## src/rtl/contador_rst_pkg.sv

```systemverilog
// contador_rst_pkg: shared constants and types for the I2C bit-count sequencer.
// Latency: n/a (declarations only).
// Backpressure: n/a.
package contador_rst_pkg;

    // Default counter geometry: 9-clock I2C byte frame (8 data bits + ACK)
    localparam int CONTADOR_RST_WIDTH_DEF = 4;
    localparam int CONTADOR_RST_MAX_DEF   = 9;

    // Count values the I2C slave model decodes
    localparam int I2C_RW_BIT_POS = 8;
    localparam int I2C_ACK_POS    = 9;

    typedef logic [CONTADOR_RST_WIDTH_DEF-1:0] cnt_t;

endpackage

```

## src/rtl/contador_rst.sv

```systemverilog
// contador_rst: counts rising Clk edges 1..MAX and wraps to 1; 0 marks idle / just re-synchronised.
// Latency: Out updates on the rising Clk edge that samples En=1; Rst low clears Out asynchronously.
// Backpressure: none; En=0 holds the count. Optional macro CONTADOR_RST_TC_EN adds Tc and frame_q.
module contador_rst
    import contador_rst_pkg::*;
#(
    parameter int MAX   = CONTADOR_RST_MAX_DEF,
    parameter int WIDTH = CONTADOR_RST_WIDTH_DEF
) (
    input  logic             Clk,
    input  logic             Rst,
    input  logic             En,
    output logic [WIDTH-1:0] Out
`ifdef CONTADOR_RST_TC_EN
    ,
    output logic             Tc
`endif
);

    // Reject terminal counts that cannot be represented or would never leave 0
    if (MAX < 1 || MAX > (2 ** WIDTH) - 1) begin : g_bad_max
        $fatal(1, "contador_rst: MAX=%0d illegal for WIDTH=%0d", MAX, WIDTH);
    end

    localparam logic [WIDTH-1:0] MAX_V = WIDTH'(MAX);
    localparam logic [WIDTH-1:0] ONE_V = WIDTH'(1);

    logic [WIDTH-1:0] cnt_q;
    logic [WIDTH-1:0] cnt_d;
    logic             at_max;

    assign at_max = (cnt_q == MAX_V);

    // Next count: advance when enabled, wrap MAX back to 1 so 0 is reachable only via reset
    always_comb begin
        cnt_d = cnt_q;
        if (En) begin
            if (at_max) begin
                cnt_d = ONE_V;
            end else begin
                cnt_d = cnt_q + ONE_V;
            end
        end
    end

    // Count register, cleared asynchronously on START / repeated START
    always_ff @(posedge Clk or negedge Rst) begin
        if (!Rst) begin
            cnt_q <= '0;
        end else begin
            cnt_q <= cnt_d;
        end
    end

    assign Out = cnt_q;

`ifdef CONTADOR_RST_TC_EN
    logic [WIDTH-1:0] frame_q;
    logic [WIDTH-1:0] frame_d;

    // Terminal flag straight from the register: high for the whole ACK slot, 0 while in reset
    assign Tc = at_max;

    // Frame count: one per completed frame, i.e. per enabled MAX->1 wrap
    always_comb begin
        frame_d = frame_q;
        if (En && at_max) begin
            frame_d = frame_q + ONE_V;
        end
    end

    // Frame counter register, cleared together with the bit count
    always_ff @(posedge Clk or negedge Rst) begin
        if (!Rst) begin
            frame_q <= '0;
        end else begin
            frame_q <= frame_d;
        end
    end
`endif

endmodule

```

## config.mk

```make
export PLATFORM = sky130hd
export DESIGN_NAME = contador_rst
export DESIGN_NICKNAME = d
export VERILOG_FILES = /design/src/rtl/contador_rst_pkg.sv /design/src/rtl/contador_rst.sv
export SDC_FILE = /design/constraint.sdc
export NUM_CORES = 1
export LEC_CHECK = 0
export ABC_CLOCK_PERIOD_IN_PS = 1100
export CORE_AREA = 8 8 45 47
export CTS_BUF_LIST = sky130_fd_sc_hd__clkbuf_8
export DETAILED_ROUTE_END_ITERATION = 12
export DIE_AREA = 0 0 53 55
export GPL_TIMING_DRIVEN = 1
export SLEW_MARGIN = 40
export SYNTH_ARGS = -nofsm -noshare
export SYNTH_HDL_FRONTEND = slang
export SYNTH_SLANG_ARGS = --single-unit
```

## constraint.sdc

```tcl
create_clock -name Clk -period 1.1 [get_ports Clk]
set_input_delay 0.165 -clock Clk [delete_from_list [all_inputs] [get_ports Clk]]
set_output_delay 0.165 -clock Clk [all_outputs]
set_load 0.01 [all_outputs]
```

### Word-level counts from Yosys, hierarchy flattened

Index checks and enable logic that the tools add are counted.

* $add $sub $neg: 1
* eq/ne operators: 1
* muxes and demuxes: 1

Operators by type and width (count)
* $add A4 B1 Y4 const B: 1
* $eq A4 B4 Y1 const B: 1
* $mux W4: 1

* register bits after elaboration: 4
* output and inout port bits: 4
* logic and storage cells: 4

### Depth between registers and ports, before layout

Gate-level depths: netlist of the first run.

* depth in word-level cells: 2
* depth in mapped cells: 3

### Worst setup path after synthesis of the first run

Ideal clock, no wire load.

* path kind: flip-flop to flip-flop
* start: register cnt_q[2] (netlist: Out[2])
* end: register cnt_q[3] (netlist: Out[3])
* arrival time: 810 ps
* data required time: 972 ps
* path slack: 162 ps
* cell stages (with the launch flop): 4
* path buffers: 0
* clock period less this slack: 938 ps
* cell sequence: dfrtp_1 -> nor2b_1 -> a31oi_1 -> o22ai_1

* longest elaborated chain between the ends: 2

Ends and longest elaborated chain
* start, declared: line contador_rst.sv:28 `logic [WIDTH-1:0] cnt_q;`
* start signal, assigned: line contador_rst.sv:51 `cnt_q <= cnt_d;`
* $add A4 B1 Y4 / $eq A4 B4 Y1 (equally long branches): line contador_rst.sv:41, contador_rst.sv:32
* $mux W4 *: line contador_rst.sv:38 `if (at_max) begin`

Mark *: on every way between the ends. The rest lies on a longest branch, timed or not.
A chain may end at the register's enable or synchronous reset.

### Final worst setup path of the first run

* start: register cnt_q[0] (netlist: Out[0])
* end: output Out[0]

RTL lines
* end, declared: line contador_rst.sv:13 `output logic [WIDTH-1:0] Out`

No word-level cell between the ends.

==> results.toml, run 1 <==
[clock_tree]
cts_root_buf = "clkbuf_8"
clock_latency_ns = 0.21
clkTransAtPathRegs_ns = 0.03
ctsHoldBuffers = 0
htree_levels = 1
cts_tree = "yes"
clockBufferDepth = 2
clock-sinks = 4
postCtsSetupRepairBufs = 0
numCtsBuffers = 3

[layout]
final_util = 0.246
drive_gt1_frac = 0.281
fill_cells = 150
design_area_um2 = 340
final_cell_mix = "dfrtp_1, dlygate4sd2_1, buf_4, clkbuf_8"
synthToLayoutAreaGrowth_pct = 88.9
antenna_cells = 0
final_nets = 37
largest_reg_flops = 4

[sta]
tightestPinTransition_ns = 0.177
setup_ws_ns = 0.0698
period_minus_slack_ns = 1.03
fin_crit_sh = 0.937
finalHoldViolations = 0
report.final.slew_viol_count = 0
rsz0062_at_grt = "no"
slew_headroom = 0.881
fin_skew_ns = 0.00134
finalSetupViolations = 0
fmax_mhz = 971

[floorplanning]
rows = 14
die_h_um = 55
die_w_um = 53
core_area_um2 = 1380
start_util = 0.130
dieArea_um2 = 2920
pin_count = 7

[worst_setup_path]
cpLargestDelayFamily = "flip-flops"
critPathLaunchType = "register"
crit_buf_inv = 1
critPathKind = "register to output pin"
arrival_ns = 0.87
critPathSlowestCell = "dfrtp_1"
required_ns = 0.94
r2r-start = "Out[2]"
rrSetupSlack_ns = 0.10
cp-end-kind = "output pin"
crit_chain = "dlygate4sd2_1"
path_max_fanout = 2
critical_path.startpoint = "Out[0]"
slowest_delay_ns = 0.37
reg2regPathDepth = 4
r2r-end = "Out[3]"

[synth]
yosys-top-cells-area = "dfrtp_1, nor2b_1, a21oi_1, xnor2_1, a21o_1"
syn_nets = 22
yosys.area.top_type_share = 0.556
ys_ff_latch = 4
synth_cell_types = 12
yosysTopAreaCell = "dfrtp_1"
synth_area_um2 = 180
seq_area_frac_synth = 0.556
syn_avg_cell_area_um2 = 9.48
ys.warnings.count = 0
netlist_instances = 19

[placed_design]
dp_slack_ns = -0.0712
dpl_cell_area_um2 = 290
hpwl_um = 382
port_buffers = 6
place.gp.congestion = 0.682

[drt]
vias = 177
first_pass_iters = 3
drtIter0Drc = 1
drt-total-wl_um = 465
ant_nets = 0
avgViaCountPerCell = 3.69
wl_per_cell_um = 9.69
drc_errors = 0

[pwr]
peakVddDrop_mv = 0.804
power_density_nw_per_um2 = 3090
power_leakage_nw = 0.160

[status]
status = "completed"

[grt]
grt_max_degree = 5
grt_pass1_wl_um = 869
antenna_found_initial = 0
grt_pass1_vias = 213
overflow = 0
grt_use_total = 0.0449

[hold_path]
hold_path_class = "primary input to asynchronous set/reset pin"

[job]
max-cap-violations = 0
==> Yosys cell counts <==
master	number
a21o_1	1
a21oi_1	2
a31oi_1	1
dfrtp_1	4
inv_1	2
nand2_1	1
nand3_1	1
nor2_1	2
nor2b_1	2
nor3_1	1
o22ai_1	1
xnor2_1	1
==> layer usage <==
metal  vias to the layer above  track usage  wire [um]
li1                         90            -          -
met1                        83       0.0368        199
met2                         4       0.0664        227
met3                         0       0.0321         39
met4                         0       0.0517          0
met5                         -            0          0
==> power breakdown <==
group	total [mW]	internal, mW	switching, mW
Sequential	0.249	0.217	0.0316
Combinational	0.500	0.264	0.236
Clock	0.302	0.233	0.0694
==> final cells by class <==
cell class | count | area, um^2 | share of cell area
clock buffers | 3 | 41.3 | 0.121
inverters | 2 | 7.51 | 0.0221
multi-input cells | 13 | 86.3 | 0.254
flip-flops and latches | 4 | 100 | 0.294
well taps | 16 | 20.0 | 0.0588
repair buffers | 10 | 85.1 | 0.250
==> how the worst max path moves through the flow <==
stage,end,slack (ns),depth (start not counted)
after global routing,Out[3],0.03,4
after CTS,Out[1],0.04,4
after global placement,Out[3],-0.04,4
after detailed placement,Out[3],-0.07,4
after floorplan,Out[3],0.16,3
final,Out[0],0.07,1
==> cell families (layout without fill, tap and decap cells) <==
family	after synthesis	in the layout	share of synthesized area
buf+inv	2	15	0.0417
flops	4	4	0.556
compound gates	5	5	0.167
simple gates	7	7	0.187
xor+xnor	1	1	0.0486
==> repair_timing <==
action,4_1_cts,5_1_grt
pin swaps,0,2
gates resized for setup,4,3
endpoints found under the setup margin,4,3
==> per-stage QoR <==
step,hold slack (ns),cells,TNS [ns],power (mW)
6_report,0.152,48,0,1.05
4_1_cts,0.158,48,0,1.02
3_3_place_gp,0.377,45,-0.0702,0.761
2_1_floorplan,-0.131,19,0,0.470
3_5_place_dp,0.383,45,-0.150,0.762
5_1_grt,0.165,48,0,1.15
(Power assumes the default switching activity.)
==> inputs of run 2 (changes only) <==
- ABC_AREA: not set -> 1
==> run 2 against run 1 <==
  * Clock-buffer cell count unchanged
  * Combinational power increased by 2%
  * Sequential power increased by 4%
  * Via count increased by 12%
  * Flip-flop and latch count unchanged
  * Maximum frequency about the same
  * Worst setup slack improved by 0.00075 ns
  * Hold slack got worse by 0.0010 ns
  * Synthesized cell count increased by 21%
  * First-iteration DRC count increased by 100%
  * Final cell count increased by 10%
  * Clock skew about the same
  * Critical path type unchanged
  * Largest cell class unchanged
  * Largest power group unchanged
  * Highest routed layer is now met4
==> results.toml, run 2 <==
[placed_design]
placed_cells = 50
place.gp.congestion = 0.663
dp_slack_ns = -0.0777
hpwl_um = 377
port_buffers = 6

[worst_setup_path]
path_max_fanout = 2
reg2regPathDepth = 5
cp-end-kind = "output pin"
crit_chain = "dlygate4sd2_1"
crit_buf_inv = 1
required_ns = 0.94
cpLargestDelayFamily = "flip-flops"
critPathSlowestCell = "dfrtp_1"
critPathKind = "register to output pin"
arrival_ns = 0.86
rrSetupSlack_ns = 0.13
r2r-start = "Out[2]"
critPathLaunchType = "register"
r2r-end = "Out[3]"
slowest_delay_ns = 0.37

[drt]
avgViaCountPerCell = 3.74
drt-total-wl_um = 428
vias = 198
routed.top_layer = "met4"
wl_per_cell_um = 8.08
first_pass_iters = 2
met3_length_um = 15
drtIter0Drc = 2
wl_met2_um = 231
ant_nets = 0
wl_met1_um = 177
drc_errors = 0

[sta]
finalSetupViolations = 0
slew_headroom = 0.879
setup_ws_ns = 0.0705
report.final.slew_viol_count = 0
rsz0062_at_grt = "no"
period_minus_slack_ns = 1.03
fmax_mhz = 971
fin_crit_sh = 0.936
tightestPinTransition_ns = 0.180
finalHoldViolations = 0
fin_skew_ns = 0.00125

[pwr]
combPwrFrac = 0.479
p_clk_frac = 0.279
power_frac_seq = 0.242
power.internal_mw = 0.705
power_density_nw_per_um2 = 3030
switching_share = 0.338
peakVddDrop_mv = 0.996
p_sw_mw = 0.361
power_leakage_nw = 0.176

[clock_tree]
numCtsBuffers = 3
clkTransAtPathRegs_ns = 0.03
cts_resized = 4
clockBufferDepth = 2
clock_latency_ns = 0.21
htree_levels = 1
clock-sinks = 4
cts_tree = "yes"
ctsHoldBuffers = 0
cts_root_buf = "clkbuf_8"
postCtsSetupRepairBufs = 0

[hold_path]
hold_path_class = "primary input to asynchronous set/reset pin"

[synth]
syn_nets = 26
yosysTopAreaCell = "dfrtp_1"
seq_area_frac_synth = 0.506
yosys-top-cells-area = "dfrtp_1, inv_1, nor2_1, nor2_4, nand3_1"
ys_async_sr_fraction = 1.00
yosys.area.top_type_share = 0.506
ys.warnings.count = 0
syn_avg_cell_area_um2 = 8.60
synth_cell_types = 11
netlist_instances = 23
synth_area_um2 = 198
ys.flop_type = "dfrtp_1"
synth_edf_count = 0
ys_ff_latch = 4
ys_top_cells_by_count = "dfrtp_1, inv_1, nor2_1"

[grt]
grt_pass1_vias = 228
antenna_found_initial = 0
grt_pass1_wl_um = 807
grt_max_degree = 6
overflow = 0
grt_use_total = 0.0411

[floorplanning]
die_h_um = 55
core_area_um2 = 1380
start_util = 0.143
dieArea_um2 = 2920
die_w_um = 53
rows = 14
pin_count = 7

[job]
max-cap-violations = 0

[layout]
largest_reg_flops = 4
synthToLayoutAreaGrowth_pct = 77.8
antenna_cells = 0
final_util = 0.254
finalNonFillerCells = 53
final_common_cell = "buf_4"
final_nets = 42
final_cell_mix = "buf_4, dfrtp_1, inv_1, nor2_1, dlygate4sd2_1"
drive_gt1_frac = 0.297

[status]
status = "completed"
run 2: how the worst max path moves through the flow:
| stage | from | endpoint | slack (ns) | cells past startpoint |
|---|---|---|---|---|
| after floorplan | Out[0] | Out[3] | 0.19 | 5 |
| after global placement | En | Out[3] | -0.07 | 6 |
| after detailed placement | En | Out[3] | -0.08 | 6 |
| after CTS | Out[2] | Out[2] | 0.06 | 1 |
| after global routing | Out[2] | Out[2] | 0.03 | 1 |
| final | Out[2] | Out[2] | 0.07 | 1 |
run 2: power groups by stage:
stage	Combinational (mW)	Sequential (mW)	Clock (mW)
CTS	0.523	0.260	0.308
floorplan	0.173	0.343	0
detailed placement	0.573	0.265	0
global placement	0.567	0.265	0
finish	0.510	0.258	0.297
global route	0.578	0.269	0.320
run 2: logic make-up (layout without fill, tap and decap cells):
logic type | Yosys count | count (layout) | share of synthesized area
and+or+nand+nor | 10 | 10 | 0.253
DFF | 4 | 4 | 0.506
buffers and inverters | 4 | 18 | 0.0759
AOI/OAI and AO/OA | 4 | 4 | 0.120
xor gates and xnor gates | 1 | 1 | 0.0443
run 2: final cells by class:
type	instances	area, um^2
Clock buffer	3	41.3
Timing Repair Buffer	11	92.6
Fill cell	152	1030
Sequential cell	4	100
Multi-Input combinational cell	15	82.6
Tap cell	16	20.0
Inverter	4	15.0
run 2: per-layer routing:
metal / vias up / track usage
met5: - / 0
met3: 2 / 0.0241
met4: 0 / 0.0517
met2: 3 / 0.0645
li1: 100 / -
met1: 93 / 0.0322
run 2: per-stage QoR:
stage / power, mW / TNS (ns) / instance area, um^2 / hold WS, ns
after floorplan: 0.516 / 0 / 198 / -0.131
after global placement: 0.832 / -0.0891 / 315 / 0.377
after detailed placement: 0.838 / -0.0973 / 315 / 0.377
after CTS: 1.09 / 0 / 352 / 0.151
after global routing: 1.17 / 0 / 352 / 0.163
final: 1.07 / 0 / 352 / 0.151
==> inputs of run 3 (changes only) <==
- CTS_CLUSTER_SIZE: not set -> 12
==> results of run 3 <==
Same layout as run 2: the final DEF is identical, and so are final timing and power.
==> patch 1, RTL diff (config.mk and constraints of run 2) <==
The option `CONTADOR_RST_TC_EN` is turned on by a define.
--- a/src/rtl/contador_rst.sv
+++ b/src/rtl/contador_rst.sv
@@ -1,6 +1,8 @@
 // contador_rst: counts rising Clk edges 1..MAX and wraps to 1; 0 marks idle / just re-synchronised.
 // Latency: Out updates on the rising Clk edge that samples En=1; Rst low clears Out asynchronously.
 // Backpressure: none; En=0 holds the count. Optional macro CONTADOR_RST_TC_EN adds Tc and frame_q.
+`define CONTADOR_RST_TC_EN
+
 module contador_rst
     import contador_rst_pkg::*;
 #(
Check against the original RTL (old outputs only; new: Tc): equivalent (equiv_simple and equiv_induct, registers matched by name and starting in step).
==> patch 1 against run 2 <==
  * Critical path depth increased by 3
  * Sequential power increased by 5%
  * Area after synthesis increased by 1.9%
  * Final area increased by 1.4%
  * The run now ends with setup timing left
  * Sequential cell count unchanged
  * Worst setup slack got worse by 78 ps
  * Cell count increased by 3.8%
  * First-iteration DRC count unchanged
  * Maximum frequency decreased by 7.0%
  * Wire length increased by 13%
  * Die area unchanged
  * Via count decreased by 6.1%
  * Total power increased by 4.2%
  * Synthesized cell count increased by 4.3%
==> patch 1: results (changes against run 2) <==
### Routing
• **first-pass iteration count of the detailed router** 2, unchanged
• **total length of routed wires** 483 um, was 428 um
• **total number of vias** 186, was 198
• **wire per inst** 8.78 um, was 8.08 um

### Setup path
• **path depth of the worst reg2reg path** 6, was 5
• **Reg2Reg Capture Point** Out[3], unchanged
• **cell with the largest stage delay on the worst path** sky130_fd_sc_hd__dfrtp_1, unchanged
• **Reg2Reg Launch Point** Out[1], was Out[2]
• **delay of the slowest cell on the worst path** 380 ps

### Placed design
• **dpl hpwl** 404 um, was 377 um
• **gp weighted congestion** 0.698, was 0.663
• **Port Buffer Count** 7, was 6
• **Cells after DPL** 52, was 50

### STA
• **clock skew after layout** 1.54 ps, was 1.25 ps
• **Worst Slack Setup Final** -7.48 ps, was 70.5 ps
• **Relative slew margins** 0.881, was 0.879
• **final-report setup violation count** 1, was 0
• **Post-Route Hold Slack** 148 ps, was 151 ps

### Layout
• **final net count** 44, was 42
• **filler cell count** 161, was 152
• **ratio of cells with drive above 1 in the final layout** 0.487, was 0.297

### Clock network
• **CTS buffer count** 3, unchanged

### Synthesis
• **leading post-synthesis cells by instance count** 5 x sky130_fd_sc_hd__inv_1, 4 x sky130_fd_sc_hd__dfrtp_1, 4 x sky130_fd_sc_hd__nor2_1, was 4 x sky130_fd_sc_hd__dfrtp_1, 4 x sky130_fd_sc_hd__inv_1, 4 x sky130_fd_sc_hd__nor2_1
• **Synth Net Count** 27, was 26
• **number of unique standard cell types used by synthesis** 11, unchanged
• **sequential fraction of the synthesis area** 0.497, was 0.506
• **commonest register cell after synthesis** sky130_fd_sc_hd__dfrtp_1, unchanged
• **mean instance size in the synthesized netlist** 8.39 um2, was 8.60 um2
• **Synth area leaders** sky130_fd_sc_hd__dfrtp_1 50%, sky130_fd_sc_hd__inv_1 9.3%, sky130_fd_sc_hd__nor2_1 7.5%, sky130_fd_sc_hd__nor2_4 5.6%, sky130_fd_sc_hd__nand3_1 5.0%, was sky130_fd_sc_hd__dfrtp_1 51%, sky130_fd_sc_hd__inv_1 7.6%, sky130_fd_sc_hd__nor2_1 7.6%, sky130_fd_sc_hd__nor2_4 5.7%, sky130_fd_sc_hd__nand3_1 5.1%

### Power
• **maximum resistive drop on vdd** 0.000872 V, was 0.000996 V
• **P_leak** 0.000186 uW, was 0.000176 uW
• **switching power share of the total** 0.359, was 0.338

### Status
• **failing checks** setup timing
• **result of the run** finished, violations left, was complete, no violations

### Global route
• **overall global routing resource usage** 0.0400, was 0.0411
• **vias in the first global route** 216, was 228
• **wire length of the first global-routing pass** 814 um, was 807 um

==> patch 1: cell types whose count changed after synthesis <==
cell / before / now
sky130_fd_sc_hd__inv_1: 4 / 5
==> patch 1: final cells by class <==
type / instances / area share
Inverter: 5 / 0.0526
Sequential cell: 4 / 0.281
Clock buffer: 3 / 0.116
Timing Repair Buffer: 12 / 0.249
Multi-Input combinational cell: 15 / 0.246
Tap cell: 16 / 0.0561
==> patch 1: metal layers <==
metal / GRT usage / vias up / routed length [um]
met5: 0 / - / 0
met4: 0.0517 / 0 / 0
met3: 0.0214 / 0 / 39
met2: 0.0547 / 5 / 220
met1: 0.0382 / 77 / 223
li1: - / 104 / -
==> patch 1: how the worst max path moves through the flow <==
stage	from	end	slack, ps	depth (start not counted)
floorplan	Out[2]	Tc	180	3
global placement	Out[1]	Tc	-220	4
detailed placement	Out[1]	Tc	-230	4
CTS	Out[3]	Tc	-30	5
global route	Out[2]	Tc	-60	4
finish	Out[2]	Tc	-7	4
==> patch 1: power groups by stage <==
stage / clock (uW) / sequential, uW / combinational (uW)
after global routing: 330 / 278 / 597
after global placement: 0 / 260 / 601
final: 303 / 272 / 535
after floorplan: 0 / 343 / 184
after detailed placement: 0 / 264 / 607
after CTS: 313 / 274 / 538
==> patch 1: cells by family after synthesis <==
family / share of synthesized area
buffers and inverters: 0.0932
DFF: 0.497
and+or+nand+nor: 0.248
AOI/OAI and AO/OA: 0.118
xor gates and xnor gates: 0.0435
==> patch 1: what timing repair did <==
action	4_1_cts	5_1_grt
hold endpoints to repair	0	0
setup endpoints to repair	5	1
resized for setup	23	1
pin swaps	2	1
==> patch 1: metrics by stage <==
step	instance area, um2	setup slack, ps	TNS [ps]	util	power (uW)
2_1_floorplan	201	184	0	-	526
3_3_place_gp	329	-222	-507	0.238	861
3_5_place_dp	329	-231	-556	0.238	871
4_1_cts	350	-34.9	-34.9	0.253	1130
5_1_grt	357	-63.2	-63.2	0.258	1200
6_report	357	-7.48	-7.48	0.258	1110
==> patch 1: worst register-to-register path, stage by stage, from the launching register on <==
cell and delay, ps:
sky130_fd_sc_hd__dfrtp_1 350, sky130_fd_sc_hd__buf_4 120, sky130_fd_sc_hd__inv_1 60, sky130_fd_sc_hd__nor2_4 150, sky130_fd_sc_hd__nand3_1 80, sky130_fd_sc_hd__nand2_1 70, sky130_fd_sc_hd__nor2_1 40
==> patch 2, RTL diff (config.mk and constraints of run 2) <==
Without the edit above. Compare `cnt_q` against `MAX_V` with >= in place of ==.
--- a/src/rtl/contador_rst.sv
+++ b/src/rtl/contador_rst.sv
@@ -29,7 +29,7 @@
     logic [WIDTH-1:0] cnt_d;
     logic             at_max;
 
-    assign at_max = (cnt_q == MAX_V);
+    assign at_max = (cnt_q >= MAX_V);
 
     // Next count: advance when enabled, wrap MAX back to 1 so 0 is reachable only via reset
     always_comb begin
Function: no difference found for any inputs over 10 cycles, from zero or initial values and one cycle with Rst low; that may be too few to reach the edited logic, so the function may still have changed.
==> patch 2 against run 2 <==
  * Total power grew 20%
  * Wire length grew 23%
  * Synthesized cell count grew 35%
  * Global-route usage grew 0.44 points
  * Register-to-register slack lost 90 ps
  * Worst setup slack lost 61 ps
  * Hold slack is essentially flat
  * Final area grew 24%
  * Sequential cell count is the same
  * Area after synthesis grew 23%
  * Critical endpoint is now Out[0]
==> patch 2: results (changes against run 2) <==
### Status
• **result of the run** complete, no violations, unchanged

### STA
• **setup total negative slack** 0 ps, unchanged
• **Relative slew margins** 0.841, was 0.879
• **Post-Route Hold Slack** 151 ps, about the same

### Routing
• **first-iteration detailed-routing DRC count** 1, was 2
• **total length of routed wires** 528 um, was 428 um
• **total number of vias** 227, was 198
• **top routing layer in use** met3, was met4
• **wire per inst** 8.66 um, was 8.08 um
• **Detail Route met2 WL** 218 um, was 231 um
• **Met3 Wirelength** 64 um, was 15 um
• **Metal-1 WL** 245 um, was 177 um

### Layout
• **proportion of final cell area spent on non-clock buffers** 0.212, was 0.263
• **filler cell count** 148, was 152
• **clk tree area frac** 0.0946, was 0.117
• **comb_multi_in** 22, was 15
• **final net count** 53, was 42
• **ratio of cells with drive above 1 in the final layout** 0.422, was 0.297
• **Non-CTS inverters** 5, was 4
• **post-route standard cell area excluding fillers** 437 um2, was 352 um2

### Synthesis
• **sequential fraction of the synthesis area** 0.410, was 0.506
• **number of unique standard cell types used by synthesis** 10, was 11
• **Synth Net Count** 37, was 26
• **leading post-synthesis cells by instance count** 13 x sky130_fd_sc_hd__nand2_1, 5 x sky130_fd_sc_hd__inv_1, 4 x sky130_fd_sc_hd__dfrtp_1, was 4 x sky130_fd_sc_hd__dfrtp_1, 4 x sky130_fd_sc_hd__inv_1, 4 x sky130_fd_sc_hd__nor2_1
• **share of the synthesized area in compound gates (AO/OA/AOI/OAI)** 0.0308, was 0.120
• **XOR/XNOR Fraction of Synth Area** 0.0359, was 0.0443
• **Synth area leaders** sky130_fd_sc_hd__dfrtp_1 41%, sky130_fd_sc_hd__nand2_1 20%, sky130_fd_sc_hd__ha_1 15%, sky130_fd_sc_hd__inv_1 7.7%, sky130_fd_sc_hd__xnor2_1 3.6%, was sky130_fd_sc_hd__dfrtp_1 51%, sky130_fd_sc_hd__inv_1 7.6%, sky130_fd_sc_hd__nor2_1 7.6%, sky130_fd_sc_hd__nor2_4 5.7%, sky130_fd_sc_hd__nand3_1 5.1%

### Global route
• **met1 GRT Util** 0.0475, was 0.0322
• **GR Layer Usage met3** 0.0428, was 0.0241
• **maximum number of pins on one net before global-route repair** 8, was 6
• **overall global routing resource usage** 0.0455, was 0.0411

### Setup path
• **largest fanout on the critical path** 5, was 2
• **Reg2Reg Launch Point** Out[0], was Out[2]
• **Crit path arrival time** 930 ps, was 860 ps
• **cell with the largest stage delay on the worst path** sky130_fd_sc_hd__dfrtp_2, was sky130_fd_sc_hd__dfrtp_1
• **register-to-register path setup slack** 40 ps, was 130 ps
• **path depth of the worst reg2reg path** 6, was 5
• **capture point of the worst path** Out[0], was Out[2]
• **delay of the slowest cell on the worst path** 450 ps, was 370 ps

### Power
• **P_leak** 0.000224 uW, was 0.000176 uW
• **maximum resistive drop on vdd** 0.00122 V, was 0.000996 V

### Clock network
• **clk buf depth** 2, unchanged
• **Post CTS Setup Buffer Count** 1, was 0

### Placed design
• **gp weighted congestion** 0.682, was 0.663
• **Setup Slack @ Placement** -57.7 ps, was -77.7 ps
• **Cell Area, Placed** 347 um2, was 315 um2
• **Cells after DPL** 56, was 50

-- patch 2: cell types whose count changed in the layout (fill, tap and decap cells not counted), moves of 2 or more --
cell                      before  now
sky130_fd_sc_hd__o21ai_0       2    0
sky130_fd_sc_hd__inv_2         0    3
sky130_fd_sc_hd__inv_1         4    2
sky130_fd_sc_hd__nand2_1       2   11
sky130_fd_sc_hd__ha_4          0    2
sky130_fd_sc_hd__nor2_1        4    0
sky130_fd_sc_hd__nand3_1       2    0
-- patch 2: power breakdown --
| group | total (uW) | internal [uW] | switching, uW |
|---|---|---|---|
| clock | 302 | 233 | 69.2 |
| sequential | 298 | 223 | 75.5 |
| combinational | 682 | 356 | 326 |
| total | 1280 | 812 | 471 |
-- patch 2: kinds of logic after synthesis --
| logic type | after synthesis |
|---|---|
| simple gates | 17 |
| buf+inv | 5 |
| flops | 4 |
| fa+ha+maj | 3 |
| compound gates | 1 |
| xor+xnor | 1 |
